## src/rtl/rv32i_decode_alu_if.sv

```systemverilog
// rv32i_decode_alu_if
// Bundles the decode/ALU stage signals so the stage and its driver share one
// connection point.
//   master : drives instruction, rs1_data, rs2_data; observes everything else
//   slave  : the decode/ALU stage itself (consumes operands, produces the
//            decoded fields, ALU result and writeback registers)
// Signals:
//   instruction[31:0], rs1_data[31:0], rs2_data[31:0]   operand side
//   opcode[6:0], rd/rs1/rs2[4:0], funct3[2:0]           decoded fields
//   imm12, imm20, store_offset, branch_offset,
//   jal_offset, jalr_offset [31:0]                      immediates
//   alu_op[3:0], alu_out[31:0], illegal                 ALU side
//   wb_data_q[31:0], wb_rd_q[4:0], wb_en_q              writeback registers
interface rv32i_decode_alu_if;
  logic [31:0] instruction;
  logic [31:0] rs1_data;
  logic [31:0] rs2_data;

  logic [6:0]  opcode;
  logic [4:0]  rd;
  logic [4:0]  rs1;
  logic [4:0]  rs2;
  logic [2:0]  funct3;
  logic [31:0] imm12;
  logic [31:0] imm20;
  logic [31:0] store_offset;
  logic [31:0] branch_offset;
  logic [31:0] jal_offset;
  logic [31:0] jalr_offset;
  logic [3:0]  alu_op;
  logic [31:0] alu_out;
  logic        illegal;
  logic [31:0] wb_data_q;
  logic [4:0]  wb_rd_q;
  logic        wb_en_q;

  modport master (
    output instruction, rs1_data, rs2_data,
    input  opcode, rd, rs1, rs2, funct3,
    input  imm12, imm20, store_offset, branch_offset, jal_offset, jalr_offset,
    input  alu_op, alu_out, illegal,
    input  wb_data_q, wb_rd_q, wb_en_q
  );

  modport slave (
    input  instruction, rs1_data, rs2_data,
    output opcode, rd, rs1, rs2, funct3,
    output imm12, imm20, store_offset, branch_offset, jal_offset, jalr_offset,
    output alu_op, alu_out, illegal,
    output wb_data_q, wb_rd_q, wb_en_q
  );
endinterface

```

## src/rtl/rv32i_decode_alu.sv

```systemverilog
// rv32i_decode_alu
// Instruction decode plus integer ALU for the RV32I core. The instruction is
// sliced into its fields and every immediate form, an ALU operation is derived,
// the result is computed combinationally and then captured, together with the
// destination register and write-enable, into a one-stage writeback register.
// Ports:
//   clock   in   single clock, all state on the rising edge
//   reset   in   synchronous active-high reset (clears the writeback register)
//   bus_io  slave modport of rv32i_decode_alu_if (operands in, decode/ALU and
//           writeback outputs out)
// Configuration:
//   DECODE_ILLEGAL_EN  when defined, opcodes outside the supported RV32I set
//                      raise illegal and are never written back; when
//                      undefined, illegal is tied low.
module rv32i_decode_alu (
  input logic clock,
  input logic reset,
  rv32i_decode_alu_if.slave bus_io
);

  localparam logic [6:0] OPC_LOAD   = 7'h03;
  localparam logic [6:0] OPC_OP_IMM = 7'h13;
  localparam logic [6:0] OPC_AUIPC  = 7'h17;
  localparam logic [6:0] OPC_STORE  = 7'h23;
  localparam logic [6:0] OPC_OP     = 7'h33;
  localparam logic [6:0] OPC_LUI    = 7'h37;
  localparam logic [6:0] OPC_BRANCH = 7'h63;
  localparam logic [6:0] OPC_JALR   = 7'h67;
  localparam logic [6:0] OPC_JAL    = 7'h6F;

  localparam logic [3:0] ALU_ADD  = 4'd0;
  localparam logic [3:0] ALU_SLL  = 4'd1;
  localparam logic [3:0] ALU_SLT  = 4'd2;
  localparam logic [3:0] ALU_SLTU = 4'd3;
  localparam logic [3:0] ALU_XOR  = 4'd4;
  localparam logic [3:0] ALU_SRL  = 4'd5;
  localparam logic [3:0] ALU_OR   = 4'd6;
  localparam logic [3:0] ALU_AND  = 4'd7;
  localparam logic [3:0] ALU_SUB  = 4'd8;
  localparam logic [3:0] ALU_SRA  = 4'd13;

  logic [31:0] instr;
  logic [6:0]  opcode;
  logic [4:0]  rd;
  logic [2:0]  funct3;
  logic [31:0] imm12;
  logic [3:0]  alu_op;
  logic [31:0] opA;
  logic [31:0] opB;
  logic [4:0]  shamt;
  logic [31:0] alu_out;
  logic        illegal;

  logic [31:0] wb_data_d, wb_data_q;
  logic [4:0]  wb_rd_d,   wb_rd_q;
  logic        wb_en_d,   wb_en_q;

  // Field slicing and immediate generation: pure wiring plus sign extension.
  assign instr  = bus_io.instruction;
  assign opcode = instr[6:0];
  assign rd     = instr[11:7];
  assign funct3 = instr[14:12];
  assign imm12  = {{20{instr[31]}}, instr[31:20]};

  assign bus_io.opcode        = opcode;
  assign bus_io.rd            = rd;
  assign bus_io.rs1           = instr[19:15];
  assign bus_io.rs2           = instr[24:20];
  assign bus_io.funct3        = funct3;
  assign bus_io.imm12         = imm12;
  assign bus_io.imm20         = {instr[31:12], 12'b0};
  assign bus_io.store_offset  = {{20{instr[31]}}, instr[31:25], instr[11:7]};
  assign bus_io.branch_offset = {{19{instr[31]}}, instr[31], instr[7],
                                 instr[30:25], instr[11:8], 1'b0};
  assign bus_io.jal_offset    = {{11{instr[31]}}, instr[31], instr[19:12],
                                 instr[20], instr[30:21], 1'b0};
  assign bus_io.jalr_offset   = imm12;

  // ALU operation: bit 3 comes from instruction[30] for register ops, but for
  // immediate ops only on the shift-right group, because there bit 30 is part
  // of the immediate and a negative ADDI must not turn into SUB.
  always_comb begin
    alu_op = ALU_ADD;
    case (opcode)
      OPC_OP:     alu_op = {instr[30], funct3};
      OPC_OP_IMM: alu_op = {(funct3 == 3'd5) & instr[30], funct3};
      default:    alu_op = ALU_ADD;
    endcase
  end

  // Second operand is the I-immediate only for OP_IMM; every other opcode
  // feeds rs2_data through.
  assign opA   = bus_io.rs1_data;
  assign opB   = (opcode == OPC_OP_IMM) ? imm12 : bus_io.rs2_data;
  assign shamt = opB[4:0];

  // Integer ALU; unassigned codes produce zero rather than an arbitrary value.
  always_comb begin
    alu_out = 32'd0;
    case (alu_op)
      ALU_ADD:  alu_out = opA + opB;
      ALU_SUB:  alu_out = opA - opB;
      ALU_SLL:  alu_out = opA << shamt;
      ALU_SRL:  alu_out = opA >> shamt;
      ALU_SRA:  alu_out = $unsigned($signed(opA) >>> shamt);
      ALU_SLT:  alu_out = {31'd0, $signed(opA) < $signed(opB)};
      ALU_SLTU: alu_out = {31'd0, opA < opB};
      ALU_XOR:  alu_out = opA ^ opB;
      ALU_OR:   alu_out = opA | opB;
      ALU_AND:  alu_out = opA & opB;
      default:  alu_out = 32'd0;
    endcase
  end

  assign bus_io.alu_op  = alu_op;
  assign bus_io.alu_out = alu_out;

`ifdef DECODE_ILLEGAL_EN
  // Anything outside the nine supported opcodes is flagged.
  always_comb begin
    illegal = 1'b1;
    case (opcode)
      OPC_LOAD, OPC_OP_IMM, OPC_AUIPC, OPC_STORE, OPC_OP,
      OPC_LUI, OPC_BRANCH, OPC_JALR, OPC_JAL: illegal = 1'b0;
      default:                                illegal = 1'b1;
    endcase
  end
`else
  assign illegal = 1'b0;
`endif

  assign bus_io.illegal = illegal;

  // Only register/immediate ALU ops write the register file, and writes to
  // x0 are suppressed here rather than in the register file.
  assign wb_data_d = alu_out;
  assign wb_rd_d   = rd;
  assign wb_en_d   = ((opcode == OPC_OP) || (opcode == OPC_OP_IMM)) &&
                     (rd != 5'd0) && !illegal;

  // Writeback register; reset drops whatever result was in flight.
  always_ff @(posedge clock) begin
    if (reset) begin
      wb_data_q <= 32'd0;
      wb_rd_q   <= 5'd0;
      wb_en_q   <= 1'b0;
    end else begin
      wb_data_q <= wb_data_d;
      wb_rd_q   <= wb_rd_d;
      wb_en_q   <= wb_en_d;
    end
  end

  assign bus_io.wb_data_q = wb_data_q;
  assign bus_io.wb_rd_q   = wb_rd_q;
  assign bus_io.wb_en_q   = wb_en_q;

endmodule

```

## src/flat_wrapper.sv

```systemverilog
// flat-port wrapper written by rule: the top's interface ports become plain ports
module rv32i_decode_alu_flat 
  (clock, reset, bus_io_instruction, bus_io_rs1_data, bus_io_rs2_data, bus_io_opcode, bus_io_rd, bus_io_rs1, bus_io_rs2, bus_io_funct3, bus_io_imm12, bus_io_imm20, bus_io_store_offset, bus_io_branch_offset, bus_io_jal_offset, bus_io_jalr_offset, bus_io_alu_op, bus_io_alu_out, bus_io_illegal, bus_io_wb_data_q, bus_io_wb_rd_q, bus_io_wb_en_q);
  rv32i_decode_alu_if bus_io_i ();
  input logic clock;
  input logic reset;
  input wire logic [$bits(bus_io_i.instruction)-1:0] bus_io_instruction;
  input wire logic [$bits(bus_io_i.rs1_data)-1:0] bus_io_rs1_data;
  input wire logic [$bits(bus_io_i.rs2_data)-1:0] bus_io_rs2_data;
  output wire logic [$bits(bus_io_i.opcode)-1:0] bus_io_opcode;
  output wire logic [$bits(bus_io_i.rd)-1:0] bus_io_rd;
  output wire logic [$bits(bus_io_i.rs1)-1:0] bus_io_rs1;
  output wire logic [$bits(bus_io_i.rs2)-1:0] bus_io_rs2;
  output wire logic [$bits(bus_io_i.funct3)-1:0] bus_io_funct3;
  output wire logic [$bits(bus_io_i.imm12)-1:0] bus_io_imm12;
  output wire logic [$bits(bus_io_i.imm20)-1:0] bus_io_imm20;
  output wire logic [$bits(bus_io_i.store_offset)-1:0] bus_io_store_offset;
  output wire logic [$bits(bus_io_i.branch_offset)-1:0] bus_io_branch_offset;
  output wire logic [$bits(bus_io_i.jal_offset)-1:0] bus_io_jal_offset;
  output wire logic [$bits(bus_io_i.jalr_offset)-1:0] bus_io_jalr_offset;
  output wire logic [$bits(bus_io_i.alu_op)-1:0] bus_io_alu_op;
  output wire logic [$bits(bus_io_i.alu_out)-1:0] bus_io_alu_out;
  output wire logic [$bits(bus_io_i.illegal)-1:0] bus_io_illegal;
  output wire logic [$bits(bus_io_i.wb_data_q)-1:0] bus_io_wb_data_q;
  output wire logic [$bits(bus_io_i.wb_rd_q)-1:0] bus_io_wb_rd_q;
  output wire logic [$bits(bus_io_i.wb_en_q)-1:0] bus_io_wb_en_q;
  assign bus_io_i.instruction = bus_io_instruction;
  assign bus_io_i.rs1_data = bus_io_rs1_data;
  assign bus_io_i.rs2_data = bus_io_rs2_data;
  assign bus_io_opcode = bus_io_i.opcode;
  assign bus_io_rd = bus_io_i.rd;
  assign bus_io_rs1 = bus_io_i.rs1;
  assign bus_io_rs2 = bus_io_i.rs2;
  assign bus_io_funct3 = bus_io_i.funct3;
  assign bus_io_imm12 = bus_io_i.imm12;
  assign bus_io_imm20 = bus_io_i.imm20;
  assign bus_io_store_offset = bus_io_i.store_offset;
  assign bus_io_branch_offset = bus_io_i.branch_offset;
  assign bus_io_jal_offset = bus_io_i.jal_offset;
  assign bus_io_jalr_offset = bus_io_i.jalr_offset;
  assign bus_io_alu_op = bus_io_i.alu_op;
  assign bus_io_alu_out = bus_io_i.alu_out;
  assign bus_io_illegal = bus_io_i.illegal;
  assign bus_io_wb_data_q = bus_io_i.wb_data_q;
  assign bus_io_wb_rd_q = bus_io_i.wb_rd_q;
  assign bus_io_wb_en_q = bus_io_i.wb_en_q;
  rv32i_decode_alu u_core (.clock(clock), .reset(reset), .bus_io(bus_io_i));
endmodule
```

## config.mk

```make
export PLATFORM = sky130hd
export DESIGN_NAME = rv32i_decode_alu_flat
export DESIGN_NICKNAME = d
export VERILOG_FILES = /design/src/rtl/rv32i_decode_alu_if.sv /design/src/rtl/rv32i_decode_alu.sv /design/src/flat_wrapper.sv
export SDC_FILE = /design/constraint.sdc
export NUM_CORES = 1
export LEC_CHECK = 0
export ABC_AREA = 1
export CAP_MARGIN = 15
export CORE_MARGIN = 1
export CORE_UTILIZATION = 54
export DETAILED_ROUTE_END_ITERATION = 10
export PLACE_DENSITY = 0.95
export SETUP_SLACK_MARGIN = 0.1
export SYNTH_ARGS = -nofsm -noshare
export SYNTH_HDL_FRONTEND = slang
export SYNTH_SLANG_ARGS = --single-unit
```

## constraint.sdc

```tcl
create_clock -name clock -period 13.2 [get_ports clock]
set_clock_uncertainty 0.2 [all_clocks]
set_input_delay 2.64 -clock clock [delete_from_list [all_inputs] [get_ports clock]]
set_output_delay 2.64 -clock clock [all_outputs]
set_load 0.05 [all_outputs]
```

==> metrics.txt <==
status=complete, no violations; Yosys reg bits=38; Pleak=about 7.3 nW; largest family of logic cells by synthesized area=simple AND/OR/NAND/NOR gates; XOR/XNOR share of the synthesized area=0.00342; worst-margin pin slew=0.983 ns; pin count of the biggest net entering global routing=97; Hold Violations, Final=0; final setup violation count=0; post-synthesis simple-gate area fraction=0.406; Final WS setup=2.39 ns; Synth Area in Compound Gates=0.186; Synth Flop Type=dfxtp_1; Overflow after GRT=0; area share of the leading cell type in the synthesized netlist=0.160; Top delay family on crit path=simple AND/OR/NAND/NOR gates; root buffer cell=clkbuf_16; routed length on met3=roughly 9300 µm; Area growth syn-to-layout=15.8%; Rows=55; fraction of registers with async set/reset=0; Port-buffer cells=354; first-pass GRT wire length=86100 µm; Multi-input gate area=8840 µm²; library cells used by synthesis=around 60; Fillers=2281; Yosys warning count=0; Placement Setup Slack=between 2 and 3 ns; CP max stage delay=0.71 ns; Worst Path Max Fanout=41; Die W=156 µm; post-synthesis sequential area ratio=0.0594; worst min path class=primary input to flop; unrepaired setup endpoints after global routing=false; EDFF count, synth=0; Syn Area/Cell=between 5 and 6 µm²; Critical Path RT=10.36 ns; met1 wire length=21400 µm; Core Region=22900 µm²; Clock Sinks=38; GP Congestion=1.13; mux contribution to synthesized area=0; Mapped Cells=around 2300; Buf/Inv on CP=5; Setup TNS Final=0 ns; final wirelength=59100 µm; clk slew on worst S/H paths=0.06 ns; H-Tree Depth=2; Max-Cap Viols=0; I/O pin count=390; top post-synthesis cells by area=nand2_1, buf_4, nand3_1; initial antenna violation count=0; # hold bufs at CTS=0; WS Path Type=primary input to output pin; DRT antenna net count=0; layout cell share with drive strength beyond 1=0.0491; minimum clock period=10.81 ns; critical path's slowest cell=clkdlybuf4s50_1; total global-route track usage=0.470; vias in the first global route=14700; worst vdd ir=roughly 76 µV; vias per cell=6.12; initial core utilization=0.559; Peak Freq=92.5 MHz; register area=761 µm²; worst hold margin=between 2 and 3 ns; biggest area consumer among synthesized cells=nand2_1; first drt pass iteration count=8; CTS tree=done; Clock Tree Buf Depth=2; area share of fa/ha/maj cells after synthesis=0.0915; DR WL met2=24300 µm; Iter 0 DRT Violations=2657; DR top layer=met5; part of the cycle the worst path needs=0.819; most used cell, CP=nand2_1; Setup crit end kind=output pin; Die Height=156 µm; count leader, synth=nand2_1; vias=16400; CP Launch Type=primary input; Remaining DRCs=0; Slew Limit Headroom=0.344; dpl hpwl=47400 µm; arrival time at the worst endpoint=about 8.0 ns; Slew Limit Fails=0; die area=approximately 24000 µm²; CTS buffer count=5; drt wl/cell=about 22 µm; post-CTS sizing=0; post-CTS setup repair buffer count=0; Final #Nets=2553; synthesized area=12800 µm²; pwr dens=76.0 nW/µm²; most frequent cells after synthesis=nand2_1, nand3_1, inv_1
-- sequential cells by signal, summed over array words and instances, names as in the netlist --
name	cells
u_core.bus_io.wb_en_q	1
u_core.bus_io.wb_data_q	32
u_core.bus_io.wb_rd_q	5
-- worst paths after layout --
check                             startpoint                        to  slack, ns  cells past startpoint
worst max-delay path   bus_io_instruction[2]        bus_io_alu_out[26]       2.39                     25
worst min-delay path  bus_io_instruction[10]  u_core.bus_io.wb_rd_q[3]       2.90                      3
-- tightest hold or removal path: stages --
cell	delay (ns)
clkdlybuf4s50_1	0.54
inv_1	0.13
nor2_1	0.05
-- layout by cell type, fill, tap and decap left out, types with 3 or more instances in the layout --
| master | netlist | routed |
|---|---|---|
| a211oi_1 | 7 | 7 |
| a21o_1 | 5 | 5 |
| a21oi_1 | 155 | 155 |
| a221oi_1 | 5 | 5 |
| a31oi_1 | 5 | 5 |
| buf_4 | 229 | 10 |
| clkbuf_16 | 0 | 5 |
| clkdlybuf4s50_1 | 0 | 353 |
| clkinv_1 | 4 | 4 |
| conb_1 | 1 | 15 |
| dfxtp_1 | 38 | 38 |
| ha_1 | 92 | 92 |
| inv_1 | 262 | 262 |
| inv_2 | 15 | 15 |
| nand2_1 | 545 | 545 |
| nand2_2 | 30 | 30 |
| nand2_4 | 11 | 11 |
| nand3_1 | 325 | 325 |
| nand3_2 | 9 | 9 |
| nand4_1 | 16 | 16 |
| nor2_1 | 167 | 167 |
| nor2_4 | 6 | 6 |
| nor2_8 | 3 | 3 |
| nor3_1 | 23 | 23 |
| o211ai_1 | 32 | 32 |
| o21a_1 | 10 | 10 |
| o21ai_0 | 121 | 121 |
| o21ai_1 | 24 | 24 |
| o221ai_1 | 13 | 13 |
| o221ai_2 | 4 | 4 |
| o22ai_1 | 9 | 9 |
| or2_2 | 3 | 3 |
| xor2_1 | 5 | 5 |
-- cell families (layout without fill, tap and decap cells) --
group / after synthesis / in the layout
and+or+nand+nor: 1152 / 1152
buffers and inverters: 597 / 654
AOI/OAI and AO/OA: 406 / 406
adders and majority gates: 93 / 93
DFF: 38 / 38
xor gates and xnor gates: 5 / 5
other: 1 / 16
-- per-layer routing --
metal,vias up,global-route usage
met1,7411,0.582
met4,2,0.266
li1,7414,-
met3,266,0.171
met2,1277,0.697
met5,-,0
-- stage by stage --
stage / area [µm²] / total power [W] / util / instances
floorplan: 12900 / 0.000730 / - / 2306
global placement: 14700 / 0.000943 / 0.640 / 2668
detailed placement: 14700 / 0.000948 / 0.640 / 2668
CTS: 14800 / 0.00109 / 0.647 / 2676
global route: 14800 / 0.00117 / 0.647 / 2676
finish: 14800 / 0.00113 / 0.647 / 2677
-- power by group --
group	switching, W	leakage, nW	internal, W
Sequential	0.00000409	0.317	0.000128
Clock	0.0000767	0.0729	0.0000759
Combinational	0.000598	6.93	0.000243
Total	0.000679	7.32	0.000447
-- final cells by class --
type                            count  share of cell area
Clock inverter                      2            0.000844
Inverter                          282              0.0717
Timing Repair Buffer              364               0.244
Multi-Input combinational cell   1671               0.596
Clock buffer                        6             0.00937
Tap cell                          313              0.0264
Antenna cell                        1            0.000169
Sequential cell                    38              0.0513
Note: power is estimated with default switching activity, not from simulation.
